--- src/rtl/ifetch_unit.sv ---
// Instruction-fetch initiator: walks a word-addressed ROM from an internal PC and
// hands fetched words to decode through a valid/ready output register.
module ifetch_unit #(
  parameter logic [15:0] RESET_PC = 16'h0000,
  parameter logic [15:0] EXC_BASE = 16'h8000
) (
  input  logic        clk,
  input  logic        rst_n,
  output logic [15:0] rom_addr,
  output logic        rom_cs,
  input  logic [31:0] rom_data,
  output logic        out_valid,
  input  logic        out_ready,
  output logic [31:0] out_instr,
  output logic [15:0] out_pc,
  input  logic        br_valid,
  input  logic [15:0] br_target,
  input  logic        exc_req,
  input  logic [7:0]  exc_vec,
  input  logic [15:0] exc_pc,
  input  logic        eret,
  output logic [15:0] epc,
  output logic        in_exc
);

  localparam logic [1:0] BOOT  = 2'd0;
  localparam logic [1:0] FETCH = 2'd1;
  localparam logic [1:0] STALL = 2'd2;

  logic [1:0]  state;
  logic        pc_region;
  logic [7:0]  pc_index;
  logic        load;
  logic        redirect;
  logic        target_region;
  logic [7:0]  target_index;
  logic        unused_bits;

  // Only the region bit and the 8-bit index are architecturally meaningful.
  assign unused_bits = ^{br_target[14:8], epc[14:8], EXC_BASE[14:8]};

  assign rom_addr = {pc_region, 7'b0, pc_index};
  assign load     = !out_valid || out_ready;
  assign rom_cs   = (state == FETCH) && load;
  assign redirect = exc_req || eret || br_valid;

  always_comb begin
    target_region = br_target[15];
    target_index  = br_target[7:0];
    if (exc_req) begin
      target_region = EXC_BASE[15];
      target_index  = EXC_BASE[7:0] | exc_vec;
    end else if (eret) begin
      target_region = epc[15];
      target_index  = epc[7:0];
    end
  end

  always_ff @(posedge clk or negedge rst_n) begin
    if (!rst_n) begin
      state     <= BOOT;
      pc_region <= RESET_PC[15];
      pc_index  <= RESET_PC[7:0];
      out_valid <= 1'b0;
      out_instr <= '0;
      out_pc    <= '0;
      epc       <= '0;
      in_exc    <= 1'b0;
    end else if (redirect) begin
      // Redirect overrides any fetch this cycle; BOOT is kept so its exit still takes a cycle.
      pc_region <= target_region;
      pc_index  <= target_index;
      out_valid <= 1'b0;
      if (state != BOOT) state <= FETCH;
      if (exc_req) begin
        if (!in_exc) begin
          epc    <= exc_pc;
          in_exc <= 1'b1;
        end
      end else if (eret) begin
        in_exc <= 1'b0;
      end
    end else begin
      case (state)
        BOOT: state <= FETCH;
        FETCH: begin
          if (load) begin
            out_instr <= rom_data;
            out_pc    <= rom_addr;
            out_valid <= 1'b1;
            pc_index  <= pc_index + 8'd1;
          end else begin
            state <= STALL;
          end
        end
        STALL: begin
          if (out_ready) begin
            out_valid <= 1'b0;
            state     <= FETCH;
          end
        end
        default: state <= BOOT;
      endcase
    end
  end

endmodule

--- config.mk ---
export PLATFORM = sky130hd
export DESIGN_NAME = ifetch_unit
export DESIGN_NICKNAME = d
export VERILOG_FILES = /design/src/rtl/ifetch_unit.sv
export SDC_FILE = /design/constraint.sdc
export NUM_CORES = 1
export LEC_CHECK = 0
export ABC_CLOCK_PERIOD_IN_PS = 1950
export CAP_MARGIN = 25
export CORE_MARGIN = 2
export CORE_UTILIZATION = 33
export DETAILED_ROUTE_END_ITERATION = 10
export PLACE_DENSITY = 0.71
export SETUP_SLACK_MARGIN = 0.05
export SKIP_LAST_GASP = 1
export SYNTH_ARGS = -nofsm -noshare
export SYNTH_HDL_FRONTEND = slang
export SYNTH_SLANG_ARGS = --single-unit
--- constraint.sdc ---
create_clock -name clk -period 1.95 [get_ports clk]
set_input_delay 0.4875 -clock clk [delete_from_list [all_inputs] [get_ports clk]]
set_output_delay 0.4875 -clock clk [all_outputs]
set_load 0.01 [all_outputs]
# Word-level counts from Yosys, hierarchy flattened
# Index checks and enable logic that the tools add are counted.
# totals
regBits	70
in_bits	78
output_inout_bits	83
wordCells	52
# op_classes
addsub	1
eq_ne	6
n_mux	18
bitwise	2
n_reduce_logical	17
# op_table
op	n
$mux W8	5
$reduce_and A3 Y1	4
$ne A3 B3 Y1 const B	3
$add A8 B1 Y8 const B	1
$mux W2	4
$reduce_bool A2 Y1	4
$mux W1	7
$pmux W2 S3	1
$reduce_and A2 Y1	2
$logic_or A1 B1 Y1	3
$reduce_bool A3 Y1	1
$eq A2 B1 Y1 const B	1
$eq A2 B2 Y1 const B	1
$logic_not A2 Y1	1
$ne A2 B1 Y1 const B	1
$not A1 Y1	2
$pmux W1 S2	1
$logic_and A1 B1 Y1	1
$logic_not A1 Y1	1

# Longest topological paths before layout
# Gate-level depths: netlist (run 1).
# logic_depth
ltp_word	5
depth_mapped	5
ltp_nobuf	5

# Worst setup path after synthesis (run 1)
# No wires, ideal clock.
# synth_timing
path_type	input-to-reg
startpoint	input port out_ready
endpoint	register pc_index[7]
setup_time_ns	0.120
arrival_ns	1.464
required_time_ns	1.830
setup_slack_ns	0.365
stages	5
n_path_buf	1
path_cell_list	nand2b_1 and2_1 buf_2 or3_1 o211a_1
# synth_between
elab_chain_len	3
# synth_rtl
item	line	text
start: declaration	13	input logic out_ready,
$logic_or A1 B1 Y1	43	assign load = !out_valid || out_ready;
$reduce_bool A2 Y1 (no source line)	--	
$reduce_and A2 Y1 (no source line)	--	
end signal: assignment	63	pc_index <= RESET_PC[7:0];
end signal: assignment	72	pc_index <= target_index;
end signal: assignment	91	pc_index <= pc_index + 8'd1;
end: declaration	32	logic [7:0] pc_index;
# Every way passes these cells.
# A chain may end at the register's enable or synchronous reset.

# Worst setup path after layout (run 1)
# layout_timing
startpoint	register pc_index[2]
endpoint	output port rom_addr[2]
# layout_rtl
item	line	text
end: declaration	9	output logic [15:0] rom_addr,
# No word-level cell between the ends.

==> flow_summary.yaml, run 1 <==
critical_path:
  critical_path.slowest_cell: "clkdlybuf4s50_1"
  worst-path-max-fanout: 8
  cpPeakStageDelay_ps: 570
  required_ps: 1460
  cp_cell_sequence: "clkdlybuf4s50_1"
  crit_type: "reg2out"
  path_buf_inv: 1
  worstSetupEndpointType: "output port"
  cp.arrival_ps: 1350
  path_delay_family: "buffers and inverters"
  cp-start-kind: "flip-flop"
cts:
  cts_root_buffer: "clkbuf_8"
  cts_hold_buf: 0
  cts_max_path_buffers: 2
  htree_num_levels: 3
  clock-sinks: 70
  worstSkewPairLatency_ps: 340
  numCtsBuffers: 9
  clk_pin_slew_ps: 80
  cts_tree: "done"
final_layout:
  final_core_util: 0.537
  synthToLayoutAreaGrowth_pct: 57.6
  nets: 476
  drive_gt1_frac: 0.269
  fillers: 834
  diodes: 0
pwr:
  p_comb_frac: 0.333
  p_int_w: 0.00342
  ir_worst_vdd_mv: 0.445
  p_sw_w: 0.00130
  seqPwrFrac: 0.419
  pwr_density_cell_nw_per_um2: 948
  netSwitchingFraction: 0.276
  clockPowerShare: 0.248
  p_leak_nw: 2.08
synthesis:
  synth_edf_count: 0
  synth-seq-area-share: 0.554
  synth_top_cell_area_share: 0.554
  synth_cell_types: 43
  ys_async_sr_fraction: 1.00
  syn_area_um2: 3160
  synth_area_leaders: "dfrtp_1 (55%), mux2_2 (19%), buf_4 (3.6%)"
  netlist_instances: 238
  synth_warnings: 0
  synth_flop_cell: "dfrtp_1"
  syn_avg_cell_area_um2: 13.3
  synth_top_cell_by_area: "dfrtp_1"
  yosys_register_bits: 70
detailed_routing:
  drt-total-wl_um: 7640
  drt_pass1_iterations: 4
  via_per_inst: 4.64
  drt_iter0_markers: 89
  drc: 0
  avgRoutedWirePerCell_um: 14.4
  via_count: 2461
  ant_nets: 0
floorplanning:
  core_area_um2: 9280
  ios: 161
  dieArea_um2: 10400
  die_x_um: 102
  die_y_um: 102
  start_util: 0.341
  core.rowCount: 35
place:
  portBuffers: 139
  gp_congestion: 0.833
  dp.final_hpwl_um: 5830
run_status:
  status: "finished, final reports clean"
global_routing:
  antenna_found_initial: 0
  overflow: 0
  grt_use_total: 0.152
  grt_pass1_vias: 2542
  grt_pass1_wl_um: 12300
  grt_max_degree: 38
timing:
  hold_viol: 0
  worst_hold_slack_ps: 81.6
  rsz0062_at_grt: "false"
  setup_viol: 0
  finalCriticalPeriod_ps: 1840
  worst_clock_skew_ps: 8.40
  fin_crit_sh: 0.941
  fmax_mhz: 545
  drv_slew: 0
run:
  cap_viol_max_count: 0
hold_path:
  hp-class: "in2async"
[placed cells by master, fill, tap and decap left out, drive strengths merged, types with 2 or more instances in the layout]
master           n
or3              3
nand2            9
dfrtp           70
inv              3
nor2b            4
clkinvlp         4
a221o            2
buf             24
mux2i            3
a21o             2
a21oi            6
nand3            2
mux2            57
a22oi            4
nor3             6
and4             3
a31oi            4
clkdlybuf4s50  137
conb            14
nor2             3
nor3b            2
nand2b           5
clkbuf          10
o21ai            6
a31o             2
[state kept, by name, summed over array words and instances (netlist names)]
name and cells:
state 2, pc_region 1, epc 16, in_exc 1
out_instr 32, out_valid 1, out_pc 9, pc_index 8
[cell usage after synthesis (all sizes together), types with 2 or more instances]
master	number
clkbuf	3
nand2	9
nand3	2
a31oi	4
nor3b	2
nor3	6
or3	3
nor2b	4
buf	23
mux2i	3
inv	3
o21ai	6
nor2	3
a221o	2
mux2	57
a21o	2
nand2b	5
dfrtp	70
a21oi	6
a31o	2
and4	3
a22oi	4
[area by class of cell]
type / count / area (µm²) / area share
flip-flops and latches: 70 / 1760 / 0.353
repair buffers: 161 / 1590 / 0.318
multi-input cells: 152 / 1270 / 0.255
well taps: 129 / 161 / 0.0324
clock buffers: 10 / 138 / 0.0276
clock inverters: 5 / 60.1 / 0.0121
inverters: 3 / 11.3 / 0.00226
[metrics by stage]
stage	setup TNS, ps	cells	total power [W]	worst slack [ps]	area (µm²)
floorplan	0	251	0.00262	365	3210
global placement	-4080	515	0.00355	-282	4770
detailed placement	-6140	515	0.00360	-306	4770
CTS	0	530	0.00481	68.2	4980
global route	0	530	0.00500	56.8	4980
finish	0	530	0.00472	114	4980
[path summary, 6_finish.rpt]
kind / startpoint / endpoint / slack (ps) / cells after the start
min reg2reg: out_instr[14]$_DFFE_PN0P_ / out_instr[14]$_DFFE_PN0P_ / 510 / 1
min: rst_n / epc[3]$_DFFE_PN0P_ / 80 / 1
max: pc_index[2]$_DFFE_PN0P_ / rom_addr[2] / 110 / 1
min in group clk: out_instr[14]$_DFFE_PN0P_ / out_instr[14]$_DFFE_PN0P_ / 510 / 1
max in group asynchronous: rst_n / pc_index[6]$_DFFE_PN0P_ / 1300 / 2
max reg2reg: state[0]$_DFFE_PN0P_ / pc_index[7]$_DFFE_PN0P_ / 420 / 5
[power groups by stage]
stage,Clock (W),Sequential [W],Combinational [W]
final,0.00117,0.00198,0.00157
after CTS,0.00122,0.00199,0.00160
after floorplan,0,0.00215,0.000468
after detailed placement,0,0.00201,0.00159
after global placement,0,0.00199,0.00157
after global routing,0.00129,0.00203,0.00169
[routing by layer]
layer | routed length (µm) | vias to the layer above | track usage
li1 | - | 1146 | -
met1 | 3080 | 1177 | 0.182
met2 | 3670 | 123 | 0.245
met3 | 768 | 15 | 0.0616
met4 | 128 | 0 | 0.0605
met5 | 0 | - | 0
[repair_timing]
| action | 4_1_cts | 5_1_grt |
|---|---|---|
| endpoints found under the setup margin | 4 | 2 |
| gates resized for setup | 9 | 2 |
| setup buffers | 0 | 0 |
[cells by family after synthesis]
| group | after synthesis | share of synthesized area |
|---|---|---|
| xor+xnor | 2 | 0.00554 |
| fa+ha+maj | 1 | 0.00396 |
| flops | 70 | 0.554 |
| simple gates | 40 | 0.0784 |
| other cells | 1 | 0.00119 |
| compound gates | 35 | 0.0776 |
| buf+inv | 29 | 0.0633 |
| mux | 60 | 0.216 |
No activity file was read; power rests on OpenSTA's default activity.
==> run 2: changes to the inputs <==
--- a/config.mk
+++ b/config.mk
@@ -7,8 +7,10 @@
 export LEC_CHECK = 0
 export ABC_CLOCK_PERIOD_IN_PS = 1950
 export CAP_MARGIN = 25
+export CORE_ASPECT_RATIO = 0.6
 export CORE_MARGIN = 2
 export CORE_UTILIZATION = 33
+export CTS_CLUSTER_SIZE = 14
 export DETAILED_ROUTE_END_ITERATION = 10
 export PLACE_DENSITY = 0.71
 export SETUP_SLACK_MARGIN = 0.05
==> run 2 against run 1 <==
Combinational power about the same. First-iteration DRC count up 20%. Wire length up 7.1%. Total power rose by 11%. Register-to-register slack barely moved. Sequential share of layout area is 1.0 points lower. Cell count grew 0.75%. Sequential power is essentially flat. Maximum frequency fell by 5.3%. Hold slack worse by 55 ps. Non-clock buffer count is 2 higher.
==> flow_summary.yaml, run 2 (synthesis results as in run 1) <==
cts:
  postCtsSetupBuffers: 0
  cts_hold_buf: 0
  cts_tree: "done"
  cts_max_path_buffers: 2
  numCtsBuffers: 9
  clk_pin_slew_ps: 60
  htree_num_levels: 3
  clock-sinks: 70
  worstSkewPairLatency_ps: 330
  cts_root_buffer: "clkbuf_16"
final_layout:
  diodes: 0
  largest_reg_flops: 32
  drive_gt1_frac: 0.270
  synthToLayoutAreaGrowth_pct: 62.1
  largestRegisters: "out_instr: 32 flops, epc: 16 flops, out_pc: 9 flops"
  nets: 478
  mostFrequentLayoutCells: "clkdlybuf4s50_1 (137), dfrtp_1 (66), mux2_2 (54)"
  final_common_cell: "clkdlybuf4s50_1"
  final_area_um2: 5120
  final_core_util: 0.554
  regMostFlops: "out_instr"
pwr:
  p_sw_w: 0.00136
  pwr_density_cell_nw_per_um2: 1020
  p_comb_frac: 0.304
  netSwitchingFraction: 0.260
  ir_worst_vdd_mv: 0.535
  seqPwrFrac: 0.381
  clockPowerShare: 0.314
  p_leak_nw: 2.16
  p_int_w: 0.00388
timing:
  fin_crit_sh: 0.994
  finalCriticalPeriod_ps: 1940
  setup_viol: 0
  hold_viol: 0
  rsz0062_at_grt: "true"
  fmax_mhz: 516
  drv_slew: 0
  worst_clock_skew_ps: 4.35
hold_path:
  hp-class: "in2async"
critical_path:
  cp_cell_sequence: "clkdlybuf4s50_1 -> nand2b_4 -> and2_4 -> clkdlybuf4s15_2"
  required_ps: 1460
  crit_type: "in2out"
  cpPeakStageDelay_ps: 480
  cp-start-kind: "input port"
  r2r_slack_ps: 420
  worst-path-max-fanout: 2
  cp.arrival_ps: 1450
  critical_path.slowest_cell: "clkdlybuf4s50_1"
  worstSetupEndpointType: "output port"
global_routing:
  antenna_found_initial: 0
  overflow: 0
  grt_use_total: 0.164
  grt_pass1_vias: 2609
  grt_pass1_wl_um: 12900
  grt_max_degree: 33
floorplanning:
  ios: 161
  dieArea_um2: 10400
  die_x_um: 130
  start_util: 0.342
  core_area_um2: 9260
  core.rowCount: 27
  die_y_um: 79.8
place:
  dpl_cell_area_um2: 4800
  portBuffers: 139
  dp.final_hpwl_um: 6250
  gp_congestion: 0.794
run:
  cap_viol_max_count: 0
detailed_routing:
  drt-total-wl_um: 8190
  via_count: 2486
  avgRoutedWirePerCell_um: 15.3
  ant_nets: 0
  via_per_inst: 4.66
  drt_pass1_iterations: 4
  drc: 0
  drt_iter0_markers: 107
run_status:
  status: "finished, final reports clean"
## run 2: cell count changes in the layout (fill, tap and decap cells not counted), moves of 2 or more
cell	previous run	this run
clkinvlp_4	4	1
clkbuf_1	0	2
clkbuf_16	0	9
clkbuf_8	10	2
## run 2: through the flow
stage | worst slack (ps) | TNS, ps | instances | power (W) | hold WS, ps
floorplan | 365 | 0 | 251 | 0.00262 | 192
global route | -25.2 | -25.2 | 534 | 0.00553 | 28.8
CTS | 14.8 | 0 | 534 | 0.00533 | 19.8
global placement | -288 | -5050 | 518 | 0.00358 | 375
detailed placement | -303 | -6400 | 518 | 0.00363 | 378
finish | 11.8 | 0 | 534 | 0.00524 | 26.5
## run 2: worst max-delay path: cells and delay by family
| kind | cells | cell delay [ps] |
|---|---|---|
| simple gates | 2 | 270 |
| buf+inv | 2 | 690 |
## run 2: final timing paths
kind,start,end,cells past startpoint
max in group asynchronous,rst_n,pc_index[2]$_DFFE_PN0P_,2
worst min register to register,epc[13]$_DFFE_PN0P_,epc[13]$_DFFE_PN0P_,1
worst max-delay path,out_ready,rom_cs,4
worst min-delay path,rst_n,out_instr[20]$_DFFE_PN0P_,1
min in group clk,epc[13]$_DFFE_PN0P_,epc[13]$_DFFE_PN0P_,1
worst max register to register,state[0]$_DFFE_PN0P_,out_instr[19]$_DFFE_PN0P_,5
## run 2: repair_timing
item / in CTS / in global routing
endpoints found under the setup margin: 3 / 5
resized for setup: 6 / 4
endpoints found under the hold margin: 0 / 0
## run 2: cell type report
type                    count  area (µm²)
fillers                   790        4130
flip-flops and latches     70        1760
repair buffers            163        1620
multi-input cells         152        1270
clock buffers              13         260
well taps                 130         163
clock inverters             3        42.5
inverters                   3        11.3
## run 2: power groups by stage
stage | clock network, W | logic (W) | registers [W]
final | 0.00165 | 0.00159 | 0.00200
after global routing | 0.00178 | 0.00171 | 0.00204
after CTS | 0.00171 | 0.00162 | 0.00200
after global placement | 0 | 0.00159 | 0.00199
after detailed placement | 0 | 0.00161 | 0.00202
after floorplan | 0 | 0.000468 | 0.00215
## run 2: layer usage
layer  global-route usage  vias up  routed length (µm)
li1                     -     1157                   -
met1                0.203     1208                3650
met3               0.0871        6                 930
met4               0.0511        0                  54
met2                0.246      115                3550
met5                    0        -                   0
==> run 3: changes to the inputs <==
--- a/config.mk
+++ b/config.mk
@@ -5,14 +5,14 @@
 export SDC_FILE = /design/constraint.sdc
 export NUM_CORES = 1
 export LEC_CHECK = 0
-export ABC_CLOCK_PERIOD_IN_PS = 1950
+export ABC_CLOCK_PERIOD_IN_PS = 1700
 export CAP_MARGIN = 25
 export CORE_ASPECT_RATIO = 0.6
 export CORE_MARGIN = 2
 export CORE_UTILIZATION = 33
 export CTS_CLUSTER_SIZE = 14
 export DETAILED_ROUTE_END_ITERATION = 10
-export PLACE_DENSITY = 0.71
+export PLACE_DENSITY = 0.74
 export SETUP_SLACK_MARGIN = 0.05
 export SKIP_LAST_GASP = 1
 export SYNTH_ARGS = -nofsm -noshare
==> constraint.sdc (replaced) <==
create_clock -name clk -period 1.7 [get_ports clk]
set_input_delay 0.425 -clock clk [delete_from_list [all_inputs] [get_ports clk]]
set_output_delay 0.425 -clock clk [all_outputs]
set_load 0.01 [all_outputs]
==> run 3 against run 2 <==
Critical endpoint unchanged. Wire length increased by 1.2%. Worst setup slack improved by 53 ps. Non-clock buffer count increased by 6. Total power increased by 6.0%. Largest cell class unchanged. Global-route usage increased by 0.89 points.
==> flow_summary.yaml, run 3 (synthesis results as in run 1) <==
timing:
  hold_viol: 0
  setup_slack_ps: 65.1
  tns_ps: 0
  fin_crit_sh: 0.962
  fmax_mhz: 612
  worst_hold_slack_ps: 426
  drv_slew: 0
  setup_viol: 0
  worst_clock_skew_ps: 3.62
  finalCriticalPeriod_ps: 1630
  rsz0062_at_grt: "true"
floorplanning:
  core_area_um2: 9260
  dieArea_um2: 10400
  die_x_um: 130
  ios: 161
  core.rowCount: 27
  die_y_um: 79.8
  start_util: 0.342
global_routing:
  grt_use_total: 0.172
  use_met1: 0.206
  grt_pass1_vias: 2748
  antenna_found_initial: 0
  overflow: 0
  use_met3: 0.0764
  grt_pass1_wl_um: 13600
  grtUsageMet2: 0.282
  grt_max_degree: 34
  grt-busiest-layer: "met2"
place:
  dp.final_hpwl_um: 6270
  dpl_cell_area_um2: 4810
  portBuffers: 139
  gp_congestion: 0.757
  place_ws_ps: -604
cts:
  htree_num_levels: 3
  cts_root_buffer: "clkbuf_16"
  cts_max_path_buffers: 2
  cts_tree: "done"
  clock-sinks: 70
  numCtsBuffers: 9
  clk_pin_slew_ps: 50
  worstSkewPairLatency_ps: 330
pwr:
  p_int_w: 0.00401
  netSwitchingFraction: 0.278
  power_w: 0.00555
  p_sw_w: 0.00154
  p_leak_nw: 2.51
  ir_worst_vdd_mv: 0.634
  p_comb_frac: 0.298
  seqPwrFrac: 0.407
  clockPowerShare: 0.295
  pwr_density_cell_nw_per_um2: 1080
critical_path:
  required_ps: 1270
  cp-start-kind: "flip-flop"
  crit_type: "reg2out"
  r2r_slack_ps: 180
  cp.arrival_ps: 1210
  worst-path-max-fanout: 2
  worstSetupEndpointType: "output port"
detailed_routing:
  drt_iter0_markers: 53
  drt-total-wl_um: 8290
  via_per_inst: 4.62
  drc: 0
  ant_nets: 0
  via_count: 2489
  avgRoutedWirePerCell_um: 15.4
  drt_pass1_iterations: 4
run_status:
  status: "finished, final reports clean"
final_layout:
  mostFrequentLayoutCells: "dfrtp_1 (66), clkdlybuf4s50_1 (66), mux2_2 (54)"
  seqCellArea_um2: 1760
  largestRegisters: "out_instr: 32 flops, epc: 16 flops, out_pc: 9 flops"
  regMostFlops: "out_instr"
  multi_input_comb_area_um2: 1270
  synthToLayoutAreaGrowth_pct: 62.2
  diodes: 0
  fillers: 819
  drive_gt1_frac: 0.279
  largest_reg_flops: 32
  final_area_um2: 5130
  nets: 484
run:
  cap_viol_max_count: 0
hold_path:
  hp-class: "in2reg"
-- run 3: path summary, 6_finish.rpt --
| path | cells past startpoint | endpoint | startpoint |
|---|---|---|---|
| setup / recovery | 3 | rom_cs | state[1]$_DFFE_PN0P_ |
| hold / removal | 3 | state[1]$_DFFE_PN0P_ | out_ready |
| setup reg to reg | 5 | pc_index[6]$_DFFE_PN0P_ | state[1]$_DFFE_PN0P_ |
| hold reg to reg | 1 | out_pc[15]$_DFFE_PN0P_ | out_pc[15]$_DFFE_PN0P_ |
| max in group asynchronous | 3 | epc[9]$_DFFE_PN0P_ | rst_n |
| min in group asynchronous | 2 | epc[2]$_DFFE_PN0P_ | rst_n |
-- run 3: area by class of cell --
type,count,share of cell area
Sequential cell,70,0.342
Clock inverter,5,0.00537
Inverter,3,0.00220
Clock buffer,10,0.0446
Tap cell,130,0.0317
Multi-Input combinational cell,152,0.248
Timing Repair Buffer,169,0.326
-- run 3: power by group through the flow --
stage          logic (W)  clock network, W  registers, W
2_1_floorplan   0.000537                 0       0.00247
3_3_place_gp     0.00181                 0       0.00228
3_5_place_dp     0.00184                 0       0.00231
4_1_cts          0.00172           0.00170       0.00227
5_1_grt          0.00180           0.00178       0.00232
6_report         0.00166           0.00164       0.00226
-- run 3: stage by stage --
step	utilization	cells
finish	0.554	539
CTS	0.546	539
global placement	0.519	520
floorplan	-	251
detailed placement	0.519	520
global route	0.554	539
-- run 3: timing repair --
action / CTS / global route
hold buffers: 1 / 0
pin swaps: 0 / 0
resized for setup: 54 / 30
endpoints found under the hold margin: 18 / 0
endpoints found under the setup margin: 102 / 46
setup buffers: 3 / 0
-- run 3: routing by layer --
metal	share of wire	wire [µm]
met1	0.42	3470
met2	0.48	3980
met3	0.086	716
met4	0.014	119
met5	0	0
-- run 3: critical path, stage by stage (launching register included) --
cell and delay, ps:
dfrtp_1 380, and2b_4 260, and2_4 140, buf_6 90
